File: src/rtl/jtdsp16_loop_cache_pkg.sv
`default_nettype none
// ============================================================================
//  Module      : jtdsp16_pkg
//  Description : Shared definitions for the DSP16 loop cache. Holds the
//                loop sequencer state encodings and the default widths and
//                depth used by the cache, its interface and its memory.
//  Revision    : 1.0  initial release
// ============================================================================
package jtdsp16_pkg;

   // Loop sequencer states
   localparam logic [1:0] ST_IDLE   = 2'd0;
   localparam logic [1:0] ST_LOAD   = 2'd1;
   localparam logic [1:0] ST_REPLAY = 2'd2;

   // Default geometry
   localparam int DEFAULT_DW    = 16;  // instruction word width
   localparam int DEFAULT_DEPTH = 15;  // maximum loop body length
   localparam int DEFAULT_NIW   = 4;   // ni field / pointer width
   localparam int DEFAULT_KW    = 7;   // repeat count width

endpackage
`default_nettype wire

File: src/rtl/jtdsp16_loop_cache_if.sv
`default_nettype none
// ============================================================================
//  Module      : jtdsp16_loop_cache_if
//  Description : Bus between the control unit and the loop cache.
//                master : core side (drives commands and ROM data)
//                slave  : loop cache side (drives instr and status)
//  Signals     : step, do_start, redo_start, ni, k, abort, rom_dout  (to cache)
//                instr, pc_halt, busy, bad_cmd, done                  (from cache)
//  Revision    : 1.0  initial release
// ============================================================================
interface jtdsp16_loop_cache_if
   import jtdsp16_pkg::*;
#(
   parameter int DW  = DEFAULT_DW,
   parameter int NIW = DEFAULT_NIW,
   parameter int KW  = DEFAULT_KW
);
   logic           step;
   logic           do_start;
   logic           redo_start;
   logic [NIW-1:0] ni;
   logic [KW-1:0]  k;
   logic           abort;
   logic [DW-1:0]  rom_dout;
   logic [DW-1:0]  instr;
   logic           pc_halt;
   logic           busy;
   logic           bad_cmd;
   logic           done;

   modport master (
      output step, do_start, redo_start, ni, k, abort, rom_dout,
      input  instr, pc_halt, busy, bad_cmd, done
   );

   modport slave (
      input  step, do_start, redo_start, ni, k, abort, rom_dout,
      output instr, pc_halt, busy, bad_cmd, done
   );
endinterface
`default_nettype wire

File: src/rtl/jtdsp16_cache_mem.sv
`default_nettype none
// ============================================================================
//  Module      : jtdsp16_cache_mem
//  Description : DEPTH x DW register file holding the loop body.
//                Synchronous write, asynchronous read. Not cleared by reset.
//  Ports       : clk   - clock
//                we    - write enable
//                waddr - write address
//                din   - write data
//                raddr - read address
//                dout  - read data (combinational)
//  Revision    : 1.0  initial release
// ============================================================================
module jtdsp16_cache_mem #(
   parameter int DW    = 16,
   parameter int DEPTH = 15,
   parameter int AW    = 4
)(
   input  logic          clk,
   input  logic          we,
   input  logic [AW-1:0] waddr,
   input  logic [DW-1:0] din,
   input  logic [AW-1:0] raddr,
   output logic [DW-1:0] dout
);
   logic [DW-1:0] mem [0:DEPTH-1];

   always_ff @(posedge clk) begin
      if (we) mem[waddr] <= din;
   end

   assign dout = mem[raddr];
endmodule
`default_nettype wire

File: src/rtl/jtdsp16_loop_cache.sv
`default_nettype none
// ============================================================================
//  Module      : jtdsp16_loop_cache
//  Description : Instruction cache and loop sequencer for DSP16 "do K {NI}"
//                and "redo K". The body is captured from ROM on the first
//                pass and replayed K-1 times while the ROM PC is halted.
//  Ports       : clk, rst (sync, active high), cen (clock enable)
//                bus : jtdsp16_loop_cache_if.slave
//                      step/do_start/redo_start/ni/k/abort/rom_dout in,
//                      instr/pc_halt/busy/bad_cmd/done out
//  Options     : JTDSP16_LOOP_ABORT_EN - enables the abort input. When not
//                defined the abort signal is ignored.
//  Revision    : 1.0  initial release
// ============================================================================
module jtdsp16_loop_cache
   import jtdsp16_pkg::*;
#(
   parameter int DW    = DEFAULT_DW,
   parameter int DEPTH = DEFAULT_DEPTH,
   parameter int NIW   = DEFAULT_NIW,
   parameter int KW    = DEFAULT_KW
)(
   input  logic                 clk,
   input  logic                 rst,
   input  logic                 cen,
   jtdsp16_loop_cache_if.slave  bus
);
   localparam logic [NIW:0]  DEPTH_W = (NIW+1)'(DEPTH);
   localparam logic [KW-1:0] K_ONE   = KW'(1);

   logic [1:0]     state;
   logic [NIW-1:0] stored_ni;
   logic [KW-1:0]  stored_k;
   logic [NIW-1:0] wr_ptr;
   logic [NIW-1:0] rd_ptr;
   logic [KW-1:0]  remaining;
   logic           valid;

   logic [NIW-1:0] last_idx;
   logic [DW-1:0]  mem_dout;
   logic           adv;
   logic           do_ok;
   logic           redo_ok;
   logic           accept_do;
   logic           accept_redo;
   logic           reject;
   logic           load_last;
   logic           replay_last;
   logic           abort_load;
   logic           abort_replay;
   logic           mem_we;

   assign adv      = cen & bus.step;
   assign last_idx = stored_ni - 1'b1;

   // Command validation
   assign do_ok   = (bus.ni != '0) && ({1'b0, bus.ni} <= DEPTH_W) && (bus.k != '0);
   assign redo_ok = valid && (bus.k != '0);

   // do has priority over redo; anything outside IDLE is a nesting attempt
   assign accept_do   = cen && (state == ST_IDLE) && bus.do_start && do_ok;
   assign accept_redo = cen && (state == ST_IDLE) && !bus.do_start &&
                        bus.redo_start && redo_ok;
   assign reject      = cen && (bus.do_start || bus.redo_start) &&
                        !(accept_do || accept_redo);

   assign load_last   = adv && (state == ST_LOAD) && (wr_ptr == last_idx);
   assign replay_last = adv && (state == ST_REPLAY) && (rd_ptr == last_idx) &&
                        (remaining == K_ONE);

`ifdef JTDSP16_LOOP_ABORT_EN
   assign abort_load   = cen && bus.abort && (state == ST_LOAD);
   assign abort_replay = cen && bus.abort && (state == ST_REPLAY);
`else
   logic unused_abort;
   assign unused_abort = bus.abort;
   assign abort_load   = 1'b0;
   assign abort_replay = 1'b0;
`endif

   // A truncated body is never written past the abort point
   assign mem_we = adv && (state == ST_LOAD) && !abort_load;

   jtdsp16_cache_mem #(
      .DW    (DW),
      .DEPTH (DEPTH),
      .AW    (NIW)
   ) u_mem (
      .clk   (clk),
      .we    (mem_we),
      .waddr (wr_ptr),
      .din   (bus.rom_dout),
      .raddr (rd_ptr),
      .dout  (mem_dout)
   );

   // Pulses are combinational so they line up with the instruction that
   // causes them (done marks the last body word while it is on instr).
   assign bus.bad_cmd = reject || abort_load;
   assign bus.done    = (load_last && (stored_k == K_ONE) && !abort_load) ||
                        replay_last || abort_replay;
   assign bus.pc_halt = (state == ST_REPLAY);
   assign bus.busy    = (state != ST_IDLE);
   assign bus.instr   = (state == ST_REPLAY) ? mem_dout : bus.rom_dout;

   always_ff @(posedge clk) begin
      if (rst) begin
         state     <= ST_IDLE;
         valid     <= 1'b0;
         wr_ptr    <= '0;
         rd_ptr    <= '0;
         remaining <= '0;
         stored_ni <= '0;
         stored_k  <= '0;
      end else if (cen) begin
         case (state)
            ST_IDLE: begin
               if (accept_do) begin
                  stored_ni <= bus.ni;
                  stored_k  <= bus.k;
                  wr_ptr    <= '0;
                  valid     <= 1'b0;
                  state     <= ST_LOAD;
               end else if (accept_redo) begin
                  stored_k  <= bus.k;
                  rd_ptr    <= '0;
                  remaining <= bus.k;
                  state     <= ST_REPLAY;
               end
            end
            ST_LOAD: begin
               if (abort_load) begin
                  valid <= 1'b0;
                  state <= ST_IDLE;
               end else if (bus.step) begin
                  wr_ptr <= wr_ptr + 1'b1;
                  if (wr_ptr == last_idx) begin
                     valid <= 1'b1;
                     if (stored_k == K_ONE) begin
                        state <= ST_IDLE;
                     end else begin
                        rd_ptr    <= '0;
                        remaining <= stored_k - 1'b1;
                        state     <= ST_REPLAY;
                     end
                  end
               end
            end
            ST_REPLAY: begin
               if (abort_replay) begin
                  state <= ST_IDLE;
               end else if (bus.step) begin
                  if (rd_ptr == last_idx) begin
                     rd_ptr    <= '0;
                     remaining <= remaining - 1'b1;
                     if (remaining == K_ONE) state <= ST_IDLE;
                  end else begin
                     rd_ptr <= rd_ptr + 1'b1;
                  end
               end
            end
            default: state <= ST_IDLE;
         endcase
      end
   end
endmodule
`default_nettype wire

File: src/flat_wrapper.sv
// flat-port wrapper written by rule: the top's interface ports become plain ports
module jtdsp16_loop_cache_flat import jtdsp16_pkg::*;
#(
   parameter int DW    = DEFAULT_DW,
   parameter int DEPTH = DEFAULT_DEPTH,
   parameter int NIW   = DEFAULT_NIW,
   parameter int KW    = DEFAULT_KW
)
  (clk, rst, cen, bus_step, bus_do_start, bus_redo_start, bus_ni, bus_k, bus_abort, bus_rom_dout, bus_instr, bus_pc_halt, bus_busy, bus_bad_cmd, bus_done);
  jtdsp16_loop_cache_if #(.DW(DW), .NIW(NIW), .KW(KW)) bus_i ();
  input  logic clk;
  input  logic rst;
  input  logic cen;
  input wire logic [$bits(bus_i.step)-1:0] bus_step;
  input wire logic [$bits(bus_i.do_start)-1:0] bus_do_start;
  input wire logic [$bits(bus_i.redo_start)-1:0] bus_redo_start;
  input wire logic [$bits(bus_i.ni)-1:0] bus_ni;
  input wire logic [$bits(bus_i.k)-1:0] bus_k;
  input wire logic [$bits(bus_i.abort)-1:0] bus_abort;
  input wire logic [$bits(bus_i.rom_dout)-1:0] bus_rom_dout;
  output wire logic [$bits(bus_i.instr)-1:0] bus_instr;
  output wire logic [$bits(bus_i.pc_halt)-1:0] bus_pc_halt;
  output wire logic [$bits(bus_i.busy)-1:0] bus_busy;
  output wire logic [$bits(bus_i.bad_cmd)-1:0] bus_bad_cmd;
  output wire logic [$bits(bus_i.done)-1:0] bus_done;
  assign bus_i.step = bus_step;
  assign bus_i.do_start = bus_do_start;
  assign bus_i.redo_start = bus_redo_start;
  assign bus_i.ni = bus_ni;
  assign bus_i.k = bus_k;
  assign bus_i.abort = bus_abort;
  assign bus_i.rom_dout = bus_rom_dout;
  assign bus_instr = bus_i.instr;
  assign bus_pc_halt = bus_i.pc_halt;
  assign bus_busy = bus_i.busy;
  assign bus_bad_cmd = bus_i.bad_cmd;
  assign bus_done = bus_i.done;
  jtdsp16_loop_cache #(.DW(DW), .DEPTH(DEPTH), .NIW(NIW), .KW(KW)) u_core (.clk(clk), .rst(rst), .cen(cen), .bus(bus_i));
endmodule
File: config.mk
export PLATFORM = sky130hd
export DESIGN_NAME = jtdsp16_loop_cache_flat
export DESIGN_NICKNAME = d
export VERILOG_FILES = /design/src/rtl/jtdsp16_loop_cache_pkg.sv /design/src/rtl/jtdsp16_loop_cache_if.sv /design/src/rtl/jtdsp16_cache_mem.sv /design/src/rtl/jtdsp16_loop_cache.sv /design/src/flat_wrapper.sv
export SDC_FILE = /design/constraint.sdc
export NUM_CORES = 1
export LEC_CHECK = 0
export CAP_MARGIN = 40
export CORE_UTILIZATION = 40
export DETAILED_ROUTE_END_ITERATION = 6
export PLACE_DENSITY = 0.59
export SLEW_MARGIN = 20
export SYNTH_ARGS = -nofsm -noshare
export SYNTH_HDL_FRONTEND = slang
export SYNTH_SLANG_ARGS = --single-unit
File: constraint.sdc
create_clock -name clk -period 3.4 [get_ports clk]
set_input_delay 0.68 -clock clk [delete_from_list [all_inputs] [get_ports clk]]
set_output_delay 0.68 -clock clk [all_outputs]
set_load 0.05 [all_outputs]
==> impl_metrics.csv <==
group,metric,value,unit
global_route,number_of_antenna_violations_at_the_first_check_in_global_routing,0,
floorplan,die_w,171,µm
layout,nets,807,
layout,top_library_cells_by_usage_in_the_layout_fill_and_taps_aside,"sky130_fd_sc_hd__edfxtp_1 (240), sky130_fd_sc_hd__mux4_2 (64), sky130_fd_sc_hd__buf_4 (37)",
clocking,h_tree_lvl_count,1,
layout,fraction_of_layout_instances_using_a_drive_strength_above_1,27.8,%
route,viasPerCell,5.52,
outcome,status,"complete, no violations",
global_route,grtUsageTotal,18.0,%
sta,setup_violations,0,
synth,post_synth_instance_area,11500,µm²
floorplan,io_pins,54,
floorplan,die_outline_area,29400,µm²
sta,final.min_clock_period,3.36,ns
synth,synthFlopType,"sky130_fd_sc_hd__edfxtp_1",
layout,layoutNonFillerInstCount,1159,
global_route,global_route.overflow_total,0,
clocking,cts_max_path_buffers,3,
sta,slew_headroom,49.8,%
layout,finish.instance_area,14000,µm²
synth,syn_area_per_cell,17.4,µm²
synth,synth_top_area_cell,"sky130_fd_sc_hd__edfxtp_1",
worst_setup_path,cp.arrival,2.68,ns
layout,final.fill_count,2310,
global_route,wire_length_of_the_first_global_routing_pass,38800,µm
worst_setup_path,worst-endpoint-required,2.72,ns
place,numPlacedInstances,1092,
synth,syn_nets,706,
route,route.vias.total,6398,
synth,post_synth_edffs,240,
global_route,grt_start_max_net_pins,61,
route,dr.pass1.iters,5,
clocking,cts_tree,"yes",
layout,most_common_cell_after_layout_fill_and_taps_aside,"sky130_fd_sc_hd__edfxtp_1",
power,power.density,524,nW/µm²
place,place_area,12700,µm²
clocking,clock-sinks,273,
worst_hold_path,worst_hold_path_type,"flop to flop",
synth,synth_largest_type_area_fraction,62.8,%
synth,ys_seq_area_share,68.5,%
synth,proportion_of_register_bits_with_asynchronous_set_or_reset_after_synthesis,0,%
floorplan,floorplan.core_area,28000,µm²
synth,ys_ff_latch,273,
sta,max_slew.worst_pin.slew,0.753,ns
place,portBuffers,52,
clocking,cts_root_buf,"sky130_fd_sc_hd__clkbuf_16",
global_route,grt_pass1_vias,6646,
clocking,worst_setup_hold_path_clk_slew,0.06,ns
place,gp_congestion,0.872,
worst_setup_path,critical_path_end_type,"output pin",
synth,synth_warnings,0,
floorplan,die-height,171,µm
clocking,worst_skew_pair.late_latency,0.56,ns
power,power.leakage,0.00449,µW
sta,drv_slew,0,
synth,synthTopCellsByArea,"sky130_fd_sc_hd__edfxtp_1 (63%), sky130_fd_sc_hd__mux4_2 (13%), sky130_fd_sc_hd__dfxtp_1 (5.8%), sky130_fd_sc_hd__mux2i_1 (2.3%), sky130_fd_sc_hd__mux2_2 (1.7%)",
synth,syn-instance-count,658,
run,maxCapViolations,0,
power,post-layout-total-power,7320,µW
sta,finClkSkew,0.0157,ns
route,ant_nets,0,
worst_setup_path,critical_path_class,"flop to output pin",
layout,num_antenna_cells,0,
power,max_vdd_drop,335,µV
route,drt_first_iter_violations,542,
route,postRouteWirelength,25900,µm
clocking,hold_buffers,0,
sta,timing_hold_violations_final,0,
floorplan,floorplan.initialDensity,41.0,%
floorplan,number_of_placement_rows,61,
sta,fin_crit_sh,98.8,%
sta,timing.hold.ws,0.527,ns
worst_setup_path,critical_path_peak_fanout,10,
sta,rsz0062_at_grt,"true",
sta,timing.fmax,0.298,GHz
worst_setup_path,worstSetupStartpointType,"flop",
place,hpwlAfterDp,15500,µm
layout,flow.area_growth_from_synthesis,21.8,%
route,wl_per_cell,22.3,µm
clocking,num_cts_buffers,29,
synth,synth.distinct_cells,57,
route,drc,0,
layer usage:
layer / GRT usage (%) / vias to the layer above / share of wire [%]
li1: - / 2857 / -
met4: 4.81 / 0 / 2.4
met3: 3.15 / 51 / 5.4
met5: 0 / - / 0
met1: 23.3 / 3266 / 42
met2: 31.1 / 224 / 50
power by group:
part,internal (µW),switching [µW]
clock,1800,1300
sequential,3660,18.9
combinational,225,331
total,5680,1650
per-stage QoR:
| step | TNS, ns | worst slack, ns | util [%] |
|---|---|---|---|
| after detailed placement | 0 | 0.322 | 45.4 |
| after floorplan | 0 | 0.274 | - |
| final | 0 | 0.0424 | 49.9 |
| after global placement | 0 | 0.340 | 45.4 |
| after global routing | -0.291 | -0.0391 | 49.9 |
| after CTS | -0.0831 | -0.0284 | 49.7 |
cell type report:
class | instances | area [µm²] | share of cell area [%]
Clock inverter | 19 | 188 | 1.34
Clock buffer | 34 | 744 | 5.33
Timing Repair Buffer | 102 | 1140 | 8.17
Sequential cell | 273 | 7880 | 56.3
Multi-Input combinational cell | 334 | 3480 | 24.9
Tap cell | 378 | 473 | 3.38
Inverter | 19 | 71.3 | 0.510
registers in the layout, summed over array words and instances (netlist names), named ones only:
register          flops
u_core.stored_ni      4
u_core.stored_k       7
u_core.remaining      7
u_core.valid          1
u_core.wr_ptr         4
u_core.state          2
u_core.rd_ptr         4
u_core.u_mem.mem    240
cells in the mapped netlist (2+ instances only):
cell type                  count
sky130_fd_sc_hd__edfxtp_1    240
sky130_fd_sc_hd__mux4_2       64
sky130_fd_sc_hd__nor2_1       42
sky130_fd_sc_hd__dfxtp_1      33
sky130_fd_sc_hd__nand2_1      32
sky130_fd_sc_hd__mux2i_1      26
sky130_fd_sc_hd__o21ai_0      22
sky130_fd_sc_hd__clkbuf_1     21
sky130_fd_sc_hd__inv_1        19
sky130_fd_sc_hd__mux2_2       17
sky130_fd_sc_hd__a21oi_1      14
sky130_fd_sc_hd__ha_1         14
sky130_fd_sc_hd__xnor2_1       9
sky130_fd_sc_hd__buf_2         8
sky130_fd_sc_hd__o311ai_0      7
sky130_fd_sc_hd__xor2_1        6
sky130_fd_sc_hd__nand3_1       5
sky130_fd_sc_hd__nor3_1        5
sky130_fd_sc_hd__a211oi_1      4
sky130_fd_sc_hd__a221oi_1      4
sky130_fd_sc_hd__o31ai_1       4
sky130_fd_sc_hd__o32ai_1       4
sky130_fd_sc_hd__o41ai_1       4
sky130_fd_sc_hd__and3_1        3
sky130_fd_sc_hd__nand2b_1      3
sky130_fd_sc_hd__o211ai_1      3
sky130_fd_sc_hd__or4_1         3
sky130_fd_sc_hd__a21o_1        2
sky130_fd_sc_hd__a31oi_1       2
sky130_fd_sc_hd__and2_1        2
sky130_fd_sc_hd__buf_1         2
sky130_fd_sc_hd__nand3b_1      2
sky130_fd_sc_hd__nand4_1       2
sky130_fd_sc_hd__nor4_1        2
sky130_fd_sc_hd__o211a_1       2
sky130_fd_sc_hd__o221a_1       2
sky130_fd_sc_hd__o221ai_1      2
sky130_fd_sc_hd__or3_1         2
sky130_fd_sc_hd__xor3_1        2
logic make-up (layout without fill, tap and decap cells):
kind of cell               after synthesis  count (layout)  share of synthesized area, %
DFF                                    273             273                          68.5
and+or+nand+nor                        111             111                          4.65
muxes                                  107             107                          16.5
AOI/OAI and AO/OA                       84              84                          5.31
buffers and inverters                   51             174                          1.77
xor gates and xnor gates                18              18                          1.70
adders and majority gates               14              14                          1.53
path summary, 6_finish.rpt:
kind / start / endpoint / slack, ns / cells past startpoint
setup / recovery: flop / bus_instr[6] / 0.04 / 6
hold / removal: u_core.remaining[3] / u_core.remaining[3] / 0.53 / 2
setup reg to reg: u_core.state[0] / u_core.remaining[4] / 0.70 / 7
hold reg to reg: u_core.remaining[3] / u_core.remaining[3] / 0.53 / 2
worst max-delay path, cell delays in order (launching register included):
cell	delay (ns)
sky130_fd_sc_hd__dfxtp_4	0.39
sky130_fd_sc_hd__buf_12	0.12
sky130_fd_sc_hd__buf_16	0.15
sky130_fd_sc_hd__mux4_2	0.52
sky130_fd_sc_hd__mux4_2	0.49
sky130_fd_sc_hd__mux2_4	0.28
sky130_fd_sc_hd__buf_6	0.15
repair_timing:
item                                   4_1_cts  5_1_grt
setup endpoints to repair                   16       17
endpoints found under the hold margin        0        0
gates resized for setup                     21       13
pin swaps                                    0        0
gates cloned                                 3        1
buffers inserted                             8        3
Note: power is estimated with default switching activity, not from simulation.
